[src/rtl/alu_share_arbiter.sv]
// ============================================================================
// Module   : alu_share_arbiter
// Purpose  : Round-robin sharing of one combinational ALU between two
//            requesters. Each operation runs IDLE accept -> EXEC -> RESP.
// Revision : 1.0 - initial release
// ============================================================================
`default_nettype none

module alu_share_arbiter #(
  parameter int WIDTH    = 32,
  parameter int OP_WIDTH = 4
) (
  input  logic                clk,
  input  logic                reset,
  input  logic                req0_valid,
  output logic                req0_ready,
  input  logic [OP_WIDTH-1:0] req0_op,
  input  logic [WIDTH-1:0]    req0_a,
  input  logic [WIDTH-1:0]    req0_b,
  input  logic                req1_valid,
  output logic                req1_ready,
  input  logic [OP_WIDTH-1:0] req1_op,
  input  logic [WIDTH-1:0]    req1_a,
  input  logic [WIDTH-1:0]    req1_b,
  output logic                resp0_valid,
  input  logic                resp0_ready,
  output logic                resp1_valid,
  input  logic                resp1_ready,
  output logic [WIDTH-1:0]    resp_result,
  output logic                resp_zero,
  output logic [OP_WIDTH-1:0] alu_op,
  output logic [WIDTH-1:0]    alu_a,
  output logic [WIDTH-1:0]    alu_b,
  input  logic [WIDTH-1:0]    alu_result,
  input  logic                alu_zero,
  output logic                busy
);

  typedef enum logic [1:0] {
    IDLE = 2'd0,
    EXEC = 2'd1,
    RESP = 2'd2
  } state_t;

  state_t                state_q, state_d;
  logic                  last_grant_q, last_grant_d;
  logic                  owner_q, owner_d;
  logic [OP_WIDTH-1:0]   alu_op_q, alu_op_d;
  logic [WIDTH-1:0]      alu_a_q, alu_a_d;
  logic [WIDTH-1:0]      alu_b_q, alu_b_d;
  logic [WIDTH-1:0]      resp_result_q, resp_result_d;
  logic                  resp_zero_q, resp_zero_d;

  logic                  grant;
  logic                  any_valid;
  logic                  accept;
  logic                  owner_resp_ready;

  // When both requesters are valid, the one that did not win last time goes.
  always_comb begin
    any_valid = req0_valid | req1_valid;
    if (req0_valid && req1_valid) begin
      grant = ~last_grant_q;
    end else begin
      grant = ~req0_valid;
    end
  end

  // Held in reset, nothing is offered to the requesters.
  assign accept     = reset && (state_q == IDLE) && any_valid;
  assign req0_ready = accept && !grant;
  assign req1_ready = accept && grant;

  assign owner_resp_ready = owner_q ? resp1_ready : resp0_ready;

  always_comb begin
    state_d       = state_q;
    last_grant_d  = last_grant_q;
    owner_d       = owner_q;
    alu_op_d      = alu_op_q;
    alu_a_d       = alu_a_q;
    alu_b_d       = alu_b_q;
    resp_result_d = resp_result_q;
    resp_zero_d   = resp_zero_q;
    case (state_q)
      IDLE: begin
        if (accept) begin
          owner_d      = grant;
          last_grant_d = grant;
          alu_op_d     = grant ? req1_op : req0_op;
          alu_a_d      = grant ? req1_a  : req0_a;
          alu_b_d      = grant ? req1_b  : req0_b;
          state_d      = EXEC;
        end
      end
      EXEC: begin
        resp_result_d = alu_result;
        resp_zero_d   = alu_zero;
        state_d       = RESP;
      end
      RESP: begin
        if (owner_resp_ready) begin
          state_d = IDLE;
        end
      end
      default: state_d = IDLE;
    endcase
  end

  always_ff @(posedge clk) begin
    if (!reset) begin
      state_q       <= IDLE;
      last_grant_q  <= 1'b1;
      owner_q       <= 1'b0;
      alu_op_q      <= '0;
      alu_a_q       <= '0;
      alu_b_q       <= '0;
      resp_result_q <= '0;
      resp_zero_q   <= 1'b0;
    end else begin
      state_q       <= state_d;
      last_grant_q  <= last_grant_d;
      owner_q       <= owner_d;
      alu_op_q      <= alu_op_d;
      alu_a_q       <= alu_a_d;
      alu_b_q       <= alu_b_d;
      resp_result_q <= resp_result_d;
      resp_zero_q   <= resp_zero_d;
    end
  end

  assign alu_op      = alu_op_q;
  assign alu_a       = alu_a_q;
  assign alu_b       = alu_b_q;
  assign resp_result = resp_result_q;
  assign resp_zero   = resp_zero_q;
  assign resp0_valid = (state_q == RESP) && !owner_q;
  assign resp1_valid = (state_q == RESP) && owner_q;
  assign busy        = (state_q != IDLE);

endmodule

`default_nettype wire

[config.mk]
export PLATFORM = sky130hd
export DESIGN_NAME = alu_share_arbiter
export DESIGN_NICKNAME = d
export VERILOG_FILES = /design/src/rtl/alu_share_arbiter.sv
export SDC_FILE = /design/constraint.sdc
export NUM_CORES = 1
export LEC_CHECK = 0
export BUFFER_PORTS_ARGS = -buffer_cell sky130_fd_sc_hd__buf_4
export CAP_MARGIN = 30
export CORE_ASPECT_RATIO = 0.5
export CORE_MARGIN = 1.5
export CORE_UTILIZATION = 49
export DETAILED_ROUTE_END_ITERATION = 8
export PLACE_DENSITY = 0.86
export SYNTH_ARGS = -nofsm -noshare
export SYNTH_HDL_FRONTEND = slang
export SYNTH_SLANG_ARGS = --single-unit
[constraint.sdc]
create_clock -name clk -period 4.43 [get_ports clk]
set_clock_uncertainty 0.2 [all_clocks]
set_input_delay 0.886 -clock clk [delete_from_list [all_inputs] [get_ports clk]]
set_output_delay 0.886 -clock clk [all_outputs]
set_load 0.02 [all_outputs]
# [Word level (Yosys, flattened, before mapping)]
# Cells that the tools add are included.
# W data, S select, Z words.
[word_totals] regBits=105 latch_bits=0 mem_bits_rw=0 rom_bits=0 input_bits=175 output_inout_bits=106 elab_cells=36 n_memories=0
[classes] add_sub_neg=0 n_mul=0 n_div=0 n_lt_le_gt_ge=0 n_eq_ne=4 n_shift=0 muxes=8 bitwise=3 reduce_logical=13
[ops] cell="$mux W32" n=2
[ops] cell="$logic_and A1 B1 Y1" n=7
[ops] cell="$pmux W2 S3" n=1
[ops] cell="$mux W2" n=2
[ops] cell="$mux W4" n=1
[ops] cell="$ne A2 B2 Y1 const B" n=2
[ops] cell="$reduce_and A2 Y1" n=2
[ops] cell="$eq A2 B1 Y1 const B" n=1
[ops] cell="$eq A2 B2 Y1 const B" n=1
[ops] cell="$logic_not A1 Y1" n=2
[ops] cell="$logic_not A2 Y1" n=1
[ops] cell="$mux W1" n=2
[ops] cell="$not A1 Y1" n=2
[ops] cell="$reduce_bool A2 Y1" n=1
[ops] cell="$or A1 B1 Y1" n=1

# [Logic depth before layout (Yosys ltp)]
[logic_depth] ltp_word=5 ltp_mapped=7 mapped_depth_nobuf=3

# [Worst setup path after synthesis]
# Ideal clock, no wire load.
[synth_timing] path_kind="input port to output port" start="input port req0_valid" end="output port req0_ready" arrival_time_ns=2.059 required_ns=3.344 slack_ns=1.285 path_stages=4 n_path_buf=2 cell_sequence="buf_6 > inv_2 > clkbuf_1 > nor4_1"
[synth_via] elab_chain_len=4
[synth_rtl] item="start: declaration" line_no="15" source="input logic req0_valid,"
[synth_rtl] item="$logic_and A1 B1 Y1 or $not A1 Y1 (tied branches)" line_no="62, 65"
[synth_rtl] item="$mux W1" line_no="62" source="if (req0_valid && req1_valid) begin"
[synth_rtl] item="$logic_not A1 Y1" line_no="71" source="assign req0_ready = accept && !grant;"
[synth_rtl] item="$logic_and A1 B1 Y1 *" line_no="71"
[synth_rtl] item="end: declaration" line_no="16" source="output logic req0_ready,"
# Mark *: on every way between the ends. The rest lies on a longest branch, timed or not.

# [Worst setup path in the final report]
[layout_timing] start="input port req0_valid" end="output port req1_ready"
[layout_via] elab_chain_len=3
[layout_rtl] item="$or A1 B1 Y1, or another cell as far along" line_no="61" source="any_valid = req0_valid | req1_valid;"
[layout_rtl] item="$logic_and A1 B1 Y1 or $mux W1 (tied branches)" line_no="70, 62"
[layout_rtl] item="$logic_and A1 B1 Y1 *" line_no="72" source="assign req1_ready = accept && grant;"
[layout_rtl] item="end: declaration" line_no="21" source="output logic req1_ready,"
# Marks and branches as above.

==> summary.md <==
| Metric | Value |
|---|---|
| Post-synth net total | `751` |
| Synth Cell Area | `between 5000 and 6000 µm²` |
| Routability cong. | `0.8798` |
| Crit path depth | `6` |
| Clk buf depth | `2` |
| PwrDens | `344.2 nW/µm²` |
| Number of synthesized flops with an enable pin | `0` |
| Synthesized flop and latch total | `105` |
| Drt first pass iters | `5` |
| Crit. End Element | `output pin` |
| GRT Util Overall | `0.2871` |
| Cells after Synth | `576` |
| Unrepaired setup endpoints after global routing | `false` |
| Unique masters post-synth | `25` |
| Slew Viols, Final | `0` |
| Fmax | `between 300 and 400 MHz` |
| Hold Vio Cnt, Final | `0` |
| Die area | `11,380 µm²` |
| Latest clock arrival within the worst-skew pair | `340 ps` |
| Fraction of layout cells with a size suffix above 1 | `0.4795` |
| Tmin final | `3289 ps` |
| Hold crit path type | `reg -> reg` |
| FF-to-FF End | `alu_b[24]` |
| CP max FO | `69` |
| Post-route ant nets | `0` |
| Largest family of logic cells by synthesized area | `compound AO/OA/AOI/OAI gates` |
| # H-tree levels | `3` |
| Cell mode on critical path | `buf_4` |
| XOR/XNOR Fraction of Synth Area | `0` |
| PortBufs | `280` |
| Adder-Cell Fraction of Synth Area | `0` |
| Commonest non-fill, non-tap cell in the layout | `buf_4` |
| WL/cell | `between 15 and 20 µm` |
| Setup TNS | `0 ps` |
| Routed vias/inst | `slightly below 6` |
| Remaining global-route overflow | `0` |
| # diodes | `0` |
| Overall Power | `0.002610 W` |
| Final Setup Violations | `0` |
| Die width | `149.4 µm` |
| Ports | `between 200 and 300` |
| Avg Cell Area, Syn | `9.115 µm²` |
| Clk sinks | `105` |
| Measured slew at the worst slew-check pin | `935.8 ps` |
| Arrival time worst endpoint | `2200 ps` |
| Worst Setup EP | `req1_ready` |
| Initial antenna violation count | `0` |
| Top_reg_cell synth | `dfxtp_1` |
| Sequential fraction of the synthesis area | `0.4004` |
| Outcome | `finished clean` |
| Post-Synth Simple-Gate Area | `0.06554` |
| Critical Path RT | `3340 ps` |
| Num rows | `26` |
| Startpoint of the worst hold path | `resp_result[26]` |
| Reg2reg start | `state_q[1]` |
| CTS Hold Bufs | `0` |
| Worst Reg-to-Reg Cells | `4` |
| Vias | `5,575` |
| Drt drc | `0` |
| Crit path buf inv count | `3` |
| Setup bufs post-CTS | `0` |
| Max-Cap Viols | `0` |
| Worst setup startpoint | `req0_valid` |
| Mux cell area share after synthesis | `0.001907` |
| # nets final | `975` |
| Critical path type | `in -> out` |
| Clock root buffer | `clkbuf_16` |
| Area of the core | `10,310 µm²` |
| Initial Util | `0.5091` |
| Clock transition at the registers of the reported paths | `~80 ps` |
| Max-slew headroom | `0.3761` |
| Total detailed-routing wirelength | `between 15,000 and 20,000 µm` |
| Cell breakdown of the critical path | `buf_4 > buf_4 > or2_2 > and2_4 > o21a_1 > buf_4` |
| Slowest stage cell, crit path | `buf_4` |
| Lkg Pwr | `2.967 nW` |
| First-pass GRT wire length | `26,620 µm` |
| Synthesis warning total | `0` |
| Num CTS Buffers | `9` |
| Slowest stage delay, CP | `570 ps` |
| Synthesis-to-layout area growth | `44.45%` |
| CTS tree | `yes` |
| DRT iter0 DRCs | `395` |
| Period utilization | `0.7424` |
| Cell family with most CP delay | `buffers and inverters` |
| Post-synth ARST share | `0` |
| Compound-cell area share of the yosys netlist | `0.4581` |
| Peak supply drop | `0.0002218 V` |
| Largest net degree at the start of global routing | `71` |
| Detailed Place HPWL | `around 11,000 µm` |
| Height of the die | `76.20 µm` |
| Reg2Reg Setup Slack | `2300 ps` |
| Worst setup SP type | `input port` |
| Most frequent cells in the layout | `buf_4, a21oi_1, dfxtp_1` |
| Vias in the first global route | `approximately 5.4k` |
| CTS resizes | `0` |
[cell type report]
class,instances,area [µm²]
inverter,3,13.76
sequential,105,2103
multi-input combinational,389,2766
tap,140,175.2
timing repair buffer,292,2236
clock inverter,7,63.81
clock buffer,9,225.2
fill,824,2729
[kinds of logic after synthesis]
family | Yosys count
muxes | 1
AOI/OAI and AO/OA | 310
DFF | 105
buffers and inverters | 82
and+or+nand+nor | 78
[worst register-to-register path: cells and delay by family, from the launching register on]
family	cells	cell delay, ps
AO/OA/AOI/OAI	2	510
buffers and inverters	1	650
flip-flops	1	390
AND/OR/NAND/NOR	1	280
[sequential cells by signal (all words and copies together), names as in the netlist]
signal        count
alu_a            32
alu_b            32
alu_op            4
last_grant_q      1
owner_q           1
resp_result      32
resp_zero         1
state_q           2
[metrics by stage]
step	setup WS (ps)	util	hold slack [ps]	area (µm²)	cells
after CTS	1164	0.7354	257.8	7584	945
after global placement	1080	0.7002	242.5	7221	925
after detailed placement	1162	0.7074	247.6	7295	929
final	1141	0.7354	254.9	7584	945
after floorplan	1285	-	316.3	5250	576
after global routing	1073	0.7354	276.0	7584	945
[synth_stat cells (3+ instances only)]
cell type | number | share of area
nand2_1 | 66 | 0.047
o21ai_0 | 68 | 0.065
buf_2 | 11 | 0.010
o211ai_1 | 68 | 0.097
inv_2 | 3 | 0.0021
dfxtp_1 | 105 | 0.40
buf_6 | 9 | 0.019
a21oi_1 | 104 | 0.099
clkbuf_1 | 59 | 0.042
a311oi_2 | 68 | 0.19
[layer usage]
metal,part of all wire,GRT usage,up-vias
li1,-,-,2640
met1,0.40,0.3494,2659
met2,0.50,0.4843,224
met3,0.067,0.06826,52
met4,0.038,0.1228,0
met5,0,0,-
[power by group]
part           switching [W]  internal, W  leakage (nW)
Sequential         0.0000498      0.00103         0.863
Combinational       0.000419     0.000340          1.96
Clock               0.000380     0.000393         0.140
[worst min-delay path by stage]
stage,cells past startpoint,to
3_3_place_gp,2,resp_result[14]
4_1_cts,2,resp_result[5]
5_1_grt,2,resp_result[14]
2_1_floorplan,2,owner_q
6_report,2,resp_result[26]
3_5_place_dp,2,resp_result[5]
(Power assumes the default switching activity.)
